==> src/rtl/usb_frame_parser_if.sv <==
// Byte stream from async_receiver in, shared FIFO write bus out.
interface usb_frame_parser_if #(
    parameter int NUM_CH = 7,
    parameter int WORD_W = 40
);
    logic              rx_ready;
    logic [7:0]        rx_data;
    logic [WORD_W-1:0] wr_data;
    logic [NUM_CH-1:0] wr_req;
    logic [NUM_CH-1:0] sclr;

    modport master (output rx_ready, rx_data, input wr_data, wr_req, sclr);
    modport slave  (input rx_ready, rx_data, output wr_data, wr_req, sclr);
endinterface

==> src/rtl/usb_frame_parser.sv <==
// Parses "L N XX..X <CR|LF>" frames into nibble-packed words for NUM_CH channel FIFOs,
// with line-count load, soft trigger, terminator check, inter-byte timeout and error pulses.
module usb_frame_parser #(
    parameter int NUM_CH      = 7,
    parameter int WORD_W      = 40,
    parameter int LINES_W     = 10,
    parameter int TIMEOUT_CYC = 100000
) (
    input  logic               clk,
    input  logic               rst,
    usb_frame_parser_if.slave  bus,
    output logic [LINES_W-1:0] rlines,
    output logic               soft_trig,
    output logic               frame_done,
    output logic [2:0]         err
);
    localparam int NIB       = (WORD_W + 3) / 4;
    localparam int LINES_NIB = (LINES_W + 3) / 4;
    localparam int CNT_MAX   = (NIB > LINES_NIB) ? NIB : LINES_NIB;
    localparam int CNT_W     = $clog2(CNT_MAX + 1);
    localparam int TMO_W     = $clog2(TIMEOUT_CYC + 1);

    typedef enum logic [2:0] {S_IDLE, S_CHAN, S_DATA, S_LINES, S_TRIG, S_EOL} state_t;

    state_t             state_q, state_d;
    logic [3:0]         ch_q, ch_d;
    logic [CNT_W-1:0]   nib_cnt_q, nib_cnt_d;
    logic [LINES_W-1:0] lines_cnt_q, lines_cnt_d;
    logic [LINES_W-1:0] lsh_q, lsh_d;
    logic [LINES_W-1:0] rlines_q, rlines_d;
    logic [WORD_W-1:0]  shift_q, shift_d;
    logic [WORD_W-1:0]  wr_data_q, wr_data_d;
    logic [NUM_CH-1:0]  wr_req_q, wr_req_d;
    logic [NUM_CH-1:0]  sclr_q, sclr_d;
    logic [TMO_W-1:0]   tmo_q, tmo_d;
    logic               soft_trig_q, soft_trig_d;
    logic               frame_done_q, frame_done_d;
    logic [2:0]         err_q, err_d;

    logic [3:0]         nib;
    logic               is_data, is_eol;
    logic [WORD_W-1:0]  word_nx;
    logic [LINES_W-1:0] lsh_nx;

    assign nib     = bus.rx_data[3:0];
    assign is_data = (bus.rx_data[7:4] == 4'h3);
    assign is_eol  = (bus.rx_data == 8'h0D) || (bus.rx_data == 8'h0A);
    // MSB-first accumulation; high bits past the register width fall off
    assign word_nx = (shift_q << 4) | WORD_W'(nib);
    assign lsh_nx  = (lsh_q << 4) | LINES_W'(nib);

    always_comb begin
        state_d      = state_q;
        ch_d         = ch_q;
        nib_cnt_d    = nib_cnt_q;
        lines_cnt_d  = lines_cnt_q;
        lsh_d        = lsh_q;
        shift_d      = shift_q;
        rlines_d     = rlines_q;
        wr_data_d    = wr_data_q;
        wr_req_d     = '0;
        sclr_d       = '0;
        soft_trig_d  = 1'b0;
        frame_done_d = 1'b0;
        err_d        = '0;
        tmo_d        = (state_q == S_IDLE) ? '0 : tmo_q + TMO_W'(1);
        if (bus.rx_ready) begin
            tmo_d = '0;
            case (state_q)
                S_IDLE: if (bus.rx_data == 8'h4C) state_d = S_CHAN;
                S_CHAN: begin
                    ch_d        = nib;
                    nib_cnt_d   = '0;
                    lines_cnt_d = '0;
                    shift_d     = '0;
                    lsh_d       = '0;
                    if (32'(nib) < NUM_CH) begin
                        sclr_d  = NUM_CH'(1) << nib;
                        state_d = (rlines_q == '0) ? S_EOL : S_DATA;
                    end else if (nib == 4'hE) begin
                        state_d = S_LINES;
                    end else if (nib == 4'hF) begin
                        state_d = S_TRIG;
                    end else begin
                        err_d[0] = 1'b1;
                        state_d  = S_IDLE;
                    end
                end
                S_DATA, S_LINES, S_TRIG: begin
                    if (!is_data) begin
                        // early terminator = short frame; anything else = bad char
                        err_d[0] = !is_eol;
                        err_d[1] = is_eol;
                        state_d  = S_IDLE;
                    end else if (state_q == S_TRIG) begin
                        soft_trig_d = bus.rx_data[0];
                        state_d     = S_EOL;
                    end else if (state_q == S_LINES) begin
                        lsh_d     = lsh_nx;
                        nib_cnt_d = nib_cnt_q + CNT_W'(1);
                        if (nib_cnt_q == CNT_W'(LINES_NIB - 1)) begin
                            rlines_d = lsh_nx;
                            state_d  = S_EOL;
                        end
                    end else begin
                        shift_d   = word_nx;
                        nib_cnt_d = nib_cnt_q + CNT_W'(1);
                        if (nib_cnt_q == CNT_W'(NIB - 1)) begin
                            wr_data_d   = word_nx;
                            wr_req_d    = NUM_CH'(1) << ch_q;
                            lines_cnt_d = lines_cnt_q + LINES_W'(1);
                            nib_cnt_d   = '0;
                            shift_d     = '0;
                            if (lines_cnt_q + LINES_W'(1) == rlines_q) state_d = S_EOL;
                        end
                    end
                end
                S_EOL: begin
                    if (is_eol) begin
                        frame_done_d = 1'b1;
                        state_d      = S_IDLE;
                    end else begin
                        err_d[0] = 1'b1;
                    end
                end
                default: state_d = S_IDLE;
            endcase
        end else if (state_q != S_IDLE && tmo_q == TMO_W'(TIMEOUT_CYC - 1)) begin
            err_d[2] = 1'b1;
            state_d  = S_IDLE;
            tmo_d    = '0;
        end
    end

    always_ff @(posedge clk) begin
        if (rst) begin
            state_q      <= S_IDLE;
            ch_q         <= '0;
            nib_cnt_q    <= '0;
            lines_cnt_q  <= '0;
            lsh_q        <= '0;
            shift_q      <= '0;
            rlines_q     <= '0;
            wr_data_q    <= '0;
            wr_req_q     <= '0;
            sclr_q       <= '0;
            tmo_q        <= '0;
            soft_trig_q  <= 1'b0;
            frame_done_q <= 1'b0;
            err_q        <= '0;
        end else begin
            state_q      <= state_d;
            ch_q         <= ch_d;
            nib_cnt_q    <= nib_cnt_d;
            lines_cnt_q  <= lines_cnt_d;
            lsh_q        <= lsh_d;
            shift_q      <= shift_d;
            rlines_q     <= rlines_d;
            wr_data_q    <= wr_data_d;
            wr_req_q     <= wr_req_d;
            sclr_q       <= sclr_d;
            tmo_q        <= tmo_d;
            soft_trig_q  <= soft_trig_d;
            frame_done_q <= frame_done_d;
            err_q        <= err_d;
        end
    end

    assign bus.wr_data = wr_data_q;
    assign bus.wr_req  = wr_req_q;
    assign bus.sclr    = sclr_q;
    assign rlines      = rlines_q;
    assign soft_trig   = soft_trig_q;
    assign frame_done  = frame_done_q;
    assign err         = err_q;
endmodule
==> src/flat_wrapper.sv <==
// flat-port wrapper written by rule: the top's interface ports become plain ports
module usb_frame_parser_flat 
#(
    parameter int NUM_CH      = 7,
    parameter int WORD_W      = 40,
    parameter int LINES_W     = 10,
    parameter int TIMEOUT_CYC = 100000
)
  (clk, rst, rlines, soft_trig, frame_done, err, bus_rx_ready, bus_rx_data, bus_wr_data, bus_wr_req, bus_sclr);
  usb_frame_parser_if #(.NUM_CH(NUM_CH), .WORD_W(WORD_W)) bus_i ();
  input  logic clk;
  input  logic rst;
  output logic [LINES_W-1:0] rlines;
  output logic soft_trig;
  output logic frame_done;
  output logic [2:0] err;
  input wire logic [$bits(bus_i.rx_ready)-1:0] bus_rx_ready;
  input wire logic [$bits(bus_i.rx_data)-1:0] bus_rx_data;
  output wire logic [$bits(bus_i.wr_data)-1:0] bus_wr_data;
  output wire logic [$bits(bus_i.wr_req)-1:0] bus_wr_req;
  output wire logic [$bits(bus_i.sclr)-1:0] bus_sclr;
  assign bus_i.rx_ready = bus_rx_ready;
  assign bus_i.rx_data = bus_rx_data;
  assign bus_wr_data = bus_i.wr_data;
  assign bus_wr_req = bus_i.wr_req;
  assign bus_sclr = bus_i.sclr;
  usb_frame_parser #(.NUM_CH(NUM_CH), .WORD_W(WORD_W), .LINES_W(LINES_W), .TIMEOUT_CYC(TIMEOUT_CYC)) u_core (.clk(clk), .rst(rst), .bus(bus_i), .rlines(rlines), .soft_trig(soft_trig), .frame_done(frame_done), .err(err));
endmodule
==> config.mk <==
export PLATFORM = sky130hd
export DESIGN_NAME = usb_frame_parser_flat
export DESIGN_NICKNAME = d
export VERILOG_FILES = /design/src/rtl/usb_frame_parser_if.sv /design/src/rtl/usb_frame_parser.sv /design/src/flat_wrapper.sv
export SDC_FILE = /design/constraint.sdc
export NUM_CORES = 1
export LEC_CHECK = 0
export ABC_AREA = 1
export BUFFER_PORTS_ARGS = -buffer_cell sky130_fd_sc_hd__buf_2
export CORE_AREA = 2 2 113 115
export DETAILED_ROUTE_END_ITERATION = 16
export DIE_AREA = 0 0 115 117
export GPL_ROUTABILITY_DRIVEN = 0
export PLACE_DENSITY = 0.7
export RECOVER_POWER = 25
export SLEW_MARGIN = 0
export SYNTH_ARGS = -nofsm -noshare
export SYNTH_HDL_FRONTEND = slang
export SYNTH_SLANG_ARGS = --single-unit
==> constraint.sdc <==
create_clock -name clk -period 2.4 [get_ports clk]
set_clock_uncertainty 0.15 [all_clocks]
set_input_delay 0.6 -clock clk [delete_from_list [all_inputs] [get_ports clk]]
set_output_delay 0.6 -clock clk [all_outputs]
set_load 0.01 [all_outputs]
==> impl_metrics.py, run 1 <==
metrics = {
    "clocking": {
        "cts_tree": "done",
        "clk_pin_slew_worst_paths_ps": 60,
        "cts.sinks": 149,
        "clockRootBuffer": "clkbuf_16",
        "post_cts_buffers": 0,
        "cts_max_level": 4,
        "numCtsBuffers": 17,
        "clock_latency_ps": 420,
        "clockBufferDepth": 2,
    },
    "synthesis": {
        "ys_seq_elements": 149,
        "synth_xor_area_frac": 0.008743,
        "ys.warnings.count": 0,
        "synthMuxAreaShare": 0,
        "seq_area_frac_synth": 0.4963,
        "ys_top_cells_by_area": "dfxtp_1 (50%), a21oi_1 (7.4%), a211oi_1 (7.1%)",
        "synth_cell_types": 31,
        "synth_top_family_by_area": "compound AO/OA/AOI/OAI gates",
        "yosys.area_share.simple": 0.1686,
        "synth_nets": 775,
        "synthDominantAreaCellType": "dfxtp_1",
        "yosysTopAreaCellShare": 0.4963,
        "yosys.area_share.adder": 0.01041,
        "syn_area_um2": 6011,
        "postSynthCellCount": 759,
        "synth_compound_area_frac": 0.2200,
        "synth_area_per_cell_um2": 7.919,
    },
    "setup_path": {
        "r2r-start": "u_core.lines_cnt_q[0]$_SDFFE_PP0P_",
        "cp-start-kind": "flop",
        "reg2reg_setup_slack_ps": 190,
        "cp_slowest_cell": "dfxtp_2",
        "rr_endpoint": "u_core.state_q[0]$_SDFFE_PP0P_",
        "crit_arrival_ps": 2370,
        "rr_worst_depth": 14,
        "crit_chain": "ha_1 > nand2_1 > o21ai_0 > nand2_1 > nand2_1 > nand2_1 > inv_1 > o21ai_0 > nor2_1 > nand3_2 > nand3_2 > nand3_2 > nor2_1 > nor2_1",
        "path_common_cell": "nand2_1",
        "worstPathRequired_ps": 2560,
        "path_class": "flop to flop",
        "cpPeakStageDelay_ps": 360,
        "path_max_fanout": 5,
        "crit_path_end_kind": "flop",
    },
    "die": {
        "die_y_um": 117,
        "die_area_um2": 13460,
        "ios": 80,
        "initial_utilization": 0.4882,
        "die_x_um": 115,
        "num_rows": 41,
        "core_um2": 12310,
    },
    "placed_design": {
        "portBuffers": 79,
        "place_hpwl_mm": 9.984,
        "dp.cells": 973,
        "placed_cell_area_um2": 6649,
        "post-place-ws_ps": 39.77,
    },
    "pwr": {
        "ir_worst_vdd_mv": 0.9231,
        "power_density_nw_per_um2": 812.8,
        "power_leakage_nw": 2.822,
        "total_power_mw": 5.877,
    },
    "route": {
        "drc": 0,
        "dr.pass1.iters": 6,
        "drt_wl_total_mm": 14.56,
        "drt_iter0_markers": 446,
        "ant_nets": 0,
        "routedWlPerCell_um": 14.48,
        "viasPerCell": 5.508,
        "via_count": 5541,
    },
    "timing": {
        "hold_viol": 0,
        "relSlewSlack": 0.5715,
        "whs_ps": 303.5,
        "fmax_ghz": 0.4520,
        "layout_setup_ws_ps": 187.4,
        "min_period_over_period": 0.9219,
        "period_minus_slack_ps": 2213,
        "worstMarginPinSlew_ps": 636.0,
        "fin_tns_setup_ps": 0,
        "finalMaxSlewViolations": 0,
        "rsz0062_at_grt": "no",
        "final-setup-viol-count": 0,
    },
    "worst_hold_path": {
        "hold_start": "u_core.tmo_q[10]$_SDFF_PP0_",
        "hp-class": "flop to flop",
        "min_to": "u_core.tmo_q[10]$_SDFF_PP0_",
        "hold_depth": 2,
    },
    "finish": {
        "final_cells": 1006,
        "final_nets": 859,
        "fin_util": 0.5873,
        "drive_gt1_frac": 0.1145,
        "antennaDiodeCount": 0,
        "design_area_um2": 7231,
        "area_growth_pct": 20.30,
    },
    "run_status": {
        "outcome": "finished clean",
    },
    "grt": {
        "grt_usage": 0.2199,
        "grt_pass1_wl_mm": 23.47,
        "grt_max_degree": 69,
        "gr-total-overflow": 0,
        "grt_pass1_vias": 5046,
        "antenna_found_initial": 0,
    },
    "job": {
        "drv_cap": 0,
    },
}
critical path, delay by kind of cell (launching register included):
| kind | cells | cell delay [ps] |
|---|---|---|
| buffers and inverters | 1 | 40 |
| AO/OA/AOI/OAI | 2 | 320 |
| AND/OR/NAND/NOR | 10 | 1060 |
| adder cells (fa/ha/maj) | 1 | 170 |
| flip-flops | 1 | 360 |
cell type report:
type	count	area (µm²)
Inverter	106	397.9
Sequential cell	149	2985
Fill cell	1149	5081
Multi-Input combinational cell	464	2480
Clock inverter	15	176.4
Tap cell	150	187.7
Timing Repair Buffer	105	578.1
Clock buffer	17	425.4
flip-flops by register name, indices dropped and copies added, names as in the netlist:
signal	cells
u_core.rlines	10
u_core.state_q	3
u_core.nib_cnt_q	4
u_core.lsh_q	6
u_core.tmo_q	17
u_core.bus.wr_req	7
u_core.shift_q	36
u_core.frame_done	1
u_core.lines_cnt_q	10
u_core.ch_q	4
u_core.err	3
u_core.bus.wr_data	40
u_core.bus.sclr	7
u_core.soft_trig	1
placed cells by master, fill, tap and decap left out, types with 2 or more instances in the layout:
cell and instances:
inv_1 105, nand3b_1 3, nor3b_1 3, nand2_2 2, nand3_1 24, clkinvlp_4 2, clkinv_2 5, buf_2 28
nand3_2 3, buf_12 3, xor2_1 6, o21ai_0 53, dfxtp_2 2, o21a_1 3, a21oi_1 89, nor2_2 3
buf_4 21, a211oi_1 57, o22ai_1 4, inv_6 3, a31oi_1 8, o32ai_1 5, dfxtp_1 147, bufinv_16 3
nand4_1 14, nor2_1 63, nor3_1 19, nor4_1 6, o21ai_1 2, clkbuf_16 18, ha_1 5, clkbuf_1 52
nand2_1 85
worst max path at each step:
| stage | startpoint | endpoint | slack, ps |
|---|---|---|---|
| final | u_core.lines_cnt_q[0]$_SDFFE_PP0P_ | u_core.state_q[0]$_SDFFE_PP0P_ | 190 |
| after global routing | u_core.lines_cnt_q[0]$_SDFFE_PP0P_ | u_core.state_q[0]$_SDFFE_PP0P_ | 10 |
| after CTS | u_core.lines_cnt_q[0]$_SDFFE_PP0P_ | u_core.state_q[0]$_SDFFE_PP0P_ | 30 |
| after detailed placement | u_core.lines_cnt_q[1]$_SDFFE_PP0P_ | u_core.state_q[0]$_SDFFE_PP0P_ | 40 |
| after global placement | u_core.lines_cnt_q[0]$_SDFFE_PP0P_ | u_core.state_q[0]$_SDFFE_PP0P_ | 90 |
| after floorplan | bus_rx_data[1] | u_core.state_q[0]$_SDFFE_PP0P_ | 260 |
where the power goes:
part / switching, mW / internal, mW
combinational: 0.378 / 0.183
sequential: 0.0597 / 2.58
clock: 1.04 / 1.64
total: 1.48 / 4.40
per-layer routing:
layer	global-route usage	vias to the layer above	routed length [µm]
met5	0	-	0
met4	0.08675	0	361
li1	-	2766	-
met3	0.06385	32	835
met2	0.3388	178	6610
met1	0.2927	2565	6756
synth_stat cells:
library cell	instances
clkbuf_1	21
a211oi_1	57
nor3b_1	3
o311ai_0	1
and3_1	1
o31ai_1	1
nor4_4	1
nand2_1	87
ha_1	5
o211ai_1	1
nand4_1	14
nand3b_1	3
nor3_1	19
o21a_1	3
o32ai_1	5
a31oi_1	8
buf_4	2
a21oi_1	89
dfxtp_1	149
buf_2	13
nor2_2	2
o21ai_0	54
o21ai_1	1
inv_1	106
nor4_1	7
nor2_1	64
o22ai_1	4
clkbuf_2	4
nand3_1	27
xor2_1	6
a41oi_1	1
kinds of logic after synthesis:
group | Yosys count
AND/OR/NAND/NOR | 228
flip-flops | 149
AO/OA/AOI/OAI | 225
XOR/XNOR | 6
buffers and inverters | 146
adder cells (fa/ha/maj) | 5
timing repair:
item,CTS,global route
hold endpoints to repair,0,0
hold buffers,0,0
gates resized for setup,0,9
endpoints found under the setup margin,0,42
(Power assumes the default switching activity.)
==> run 2: changes to the inputs <==
==> constraint.sdc (replaced) <==
create_clock -name clk -period 2.7 [get_ports clk]
set_clock_uncertainty 0.15 [all_clocks]
set_input_delay 0.675 -clock clk [delete_from_list [all_inputs] [get_ports clk]]
set_output_delay 0.675 -clock clk [all_outputs]
set_load 0.01 [all_outputs]
==> impl_metrics.py, run 2 (same netlist as run 1, synthesis figures left out) <==
metrics = {
    "placed_design": {
        "portBuffers": 79,
        "place_hpwl_mm": 9.939,
        "dp.cells": 961,
    },
    "route": {
        "dr.pass1.iters": 6,
        "routedWlPerCell_um": 14.68,
        "viasPerCell": 5.515,
        "drc": 0,
        "ant_nets": 0,
        "drt_iter0_markers": 468,
        "via_count": 5471,
        "drt_wl_total_mm": 14.56,
    },
    "timing": {
        "fmax_ghz": 0.4227,
        "relSlewSlack": 0.2952,
        "min_period_over_period": 0.8762,
        "rsz0062_at_grt": "no",
        "fin_tns_setup_ps": 0,
        "worstMarginPinSlew_ps": 1057,
        "finalMaxSlewViolations": 0,
        "hold_viol": 0,
        "period_minus_slack_ps": 2366,
        "final-setup-viol-count": 0,
    },
    "setup_path": {
        "crit_path_end_kind": "flop",
        "path_class": "flop to flop",
        "crit_arrival_ps": 2570,
        "worstPathRequired_ps": 2900,
        "path_max_fanout": 5,
        "cp-start-kind": "flop",
    },
    "finish": {
        "final_nets": 846,
        "drive_gt1_frac": 0.09264,
        "final_common_cell": "dfxtp_1",
        "area_growth_pct": 17.11,
        "final_cells": 992,
        "largest_register_ffs": 40,
        "mostFrequentLayoutCells": "dfxtp_1 (149), inv_1 (106), a21oi_1 (89)",
        "antennaDiodeCount": 0,
    },
    "grt": {
        "use_met2": 0.3553,
        "grt_usage": 0.2233,
        "top_usage_layer": "met2",
        "gr-usage-met1": 0.2893,
        "antenna_found_initial": 0,
        "gr-total-overflow": 0,
        "use_met3": 0.06643,
        "grt_max_degree": 83,
        "grt_pass1_wl_mm": 23.52,
        "grt_pass1_vias": 4948,
    },
    "pwr": {
        "power_leakage_nw": 2.728,
        "power_density_nw_per_um2": 706.6,
        "ir_worst_vdd_mv": 0.4134,
    },
    "die": {
        "core_um2": 12310,
        "die_area_um2": 13460,
        "die_x_um": 115,
        "die_y_um": 117,
        "initial_utilization": 0.4882,
        "ios": 80,
        "num_rows": 41,
    },
    "clocking": {
        "numCtsBuffers": 17,
        "clock_latency_ps": 420,
        "clockBufferDepth": 2,
        "clockRootBuffer": "clkbuf_16",
        "cts.sinks": 149,
        "cts_tree": "done",
        "cts_max_level": 4,
        "post_cts_buffers": 0,
        "clk_pin_slew_worst_paths_ps": 60,
    },
    "worst_hold_path": {
        "hp-class": "flop to flop",
    },
    "job": {
        "drv_cap": 0,
    },
    "run_status": {
        "outcome": "finished clean",
    },
}
[run 2: cell count changes in the layout (fill, tap and decap cells not counted), moves of 2 or more]
cell / delta
buf_2: +4
buf_4: -11
bufinv_16: -3
clkbuf_8: +5
clkinv_2: -4
dfxtp_1: +2
dfxtp_2: -2
inv_6: -3
nand3_1: +3
nand3_2: -3
[run 2: what timing repair did]
action                     in CTS  in global routing
resized for setup               0                  2
setup endpoints to repair       0                  4
hold buffers                    0                  0
[run 2: layout make-up]
cell class / instances / area, µm²
Multi-Input combinational cell: 464 / 2465
Tap cell: 150 / 187.7
Timing Repair Buffer: 92 / 455.4
Inverter: 106 / 397.9
Fill cell: 1140 / 5273
Clock inverter: 6 / 45.04
Sequential cell: 149 / 2983
Clock buffer: 25 / 505.5
[run 2: routing by layer]
metal	wire (µm)	part of all wire
met2	6684	0.46
met4	291	0.020
met5	0	0
met3	857	0.059
met1	6730	0.46
[run 2: worst max-delay path, cell delays in order (launching register included)]
cell	delay (ps)
dfxtp_1	430
ha_1	210
nand2_1	130
inv_1	160
nand2_1	70
o21ai_1	150
nand2_1	90
nand2_1	60
nand3_1	60
nor2_1	110
nand3_1	120
nand3_1	150
nand3_1	160
nand2_1	110
nand2_1	50
nor2_1	90
[run 2: path summary, 6_finish.rpt]
check | start | endpoint | slack, ps | depth (start not counted)
worst min-delay path | u_core.tmo_q[0]$_SDFF_PP0_ | u_core.tmo_q[0]$_SDFF_PP0_ | 300 | 1
worst max-delay path | u_core.lines_cnt_q[0]$_SDFFE_PP0P_ | u_core.state_q[0]$_SDFFE_PP0P_ | 330 | 15
worst min register to register | u_core.tmo_q[0]$_SDFF_PP0_ | u_core.tmo_q[0]$_SDFF_PP0_ | 300 | 1
worst max register to register | u_core.lines_cnt_q[0]$_SDFFE_PP0P_ | u_core.state_q[0]$_SDFFE_PP0P_ | 330 | 15
[run 2: power by group]
part	total [mW]	internal, mW	switching (mW)
clock network	2.16	1.29	0.865
logic	0.470	0.144	0.327
registers	2.35	2.29	0.0546
total	4.97	3.73	1.25
[run 2: stage by stage]
step	hold slack, ps	utilization	power (mW)	instance area, µm²	worst slack, ps
after floorplan	267.5	-	2.724	6011	485.3
after global placement	279.4	0.5317	2.831	6546	271.0
after global routing	322.2	0.5717	5.183	7039	51.33
after detailed placement	295.2	0.5317	2.849	6546	149.2
final	300.9	0.5717	4.974	7039	334.2
after CTS	306.1	0.5764	5.007	7097	241.2
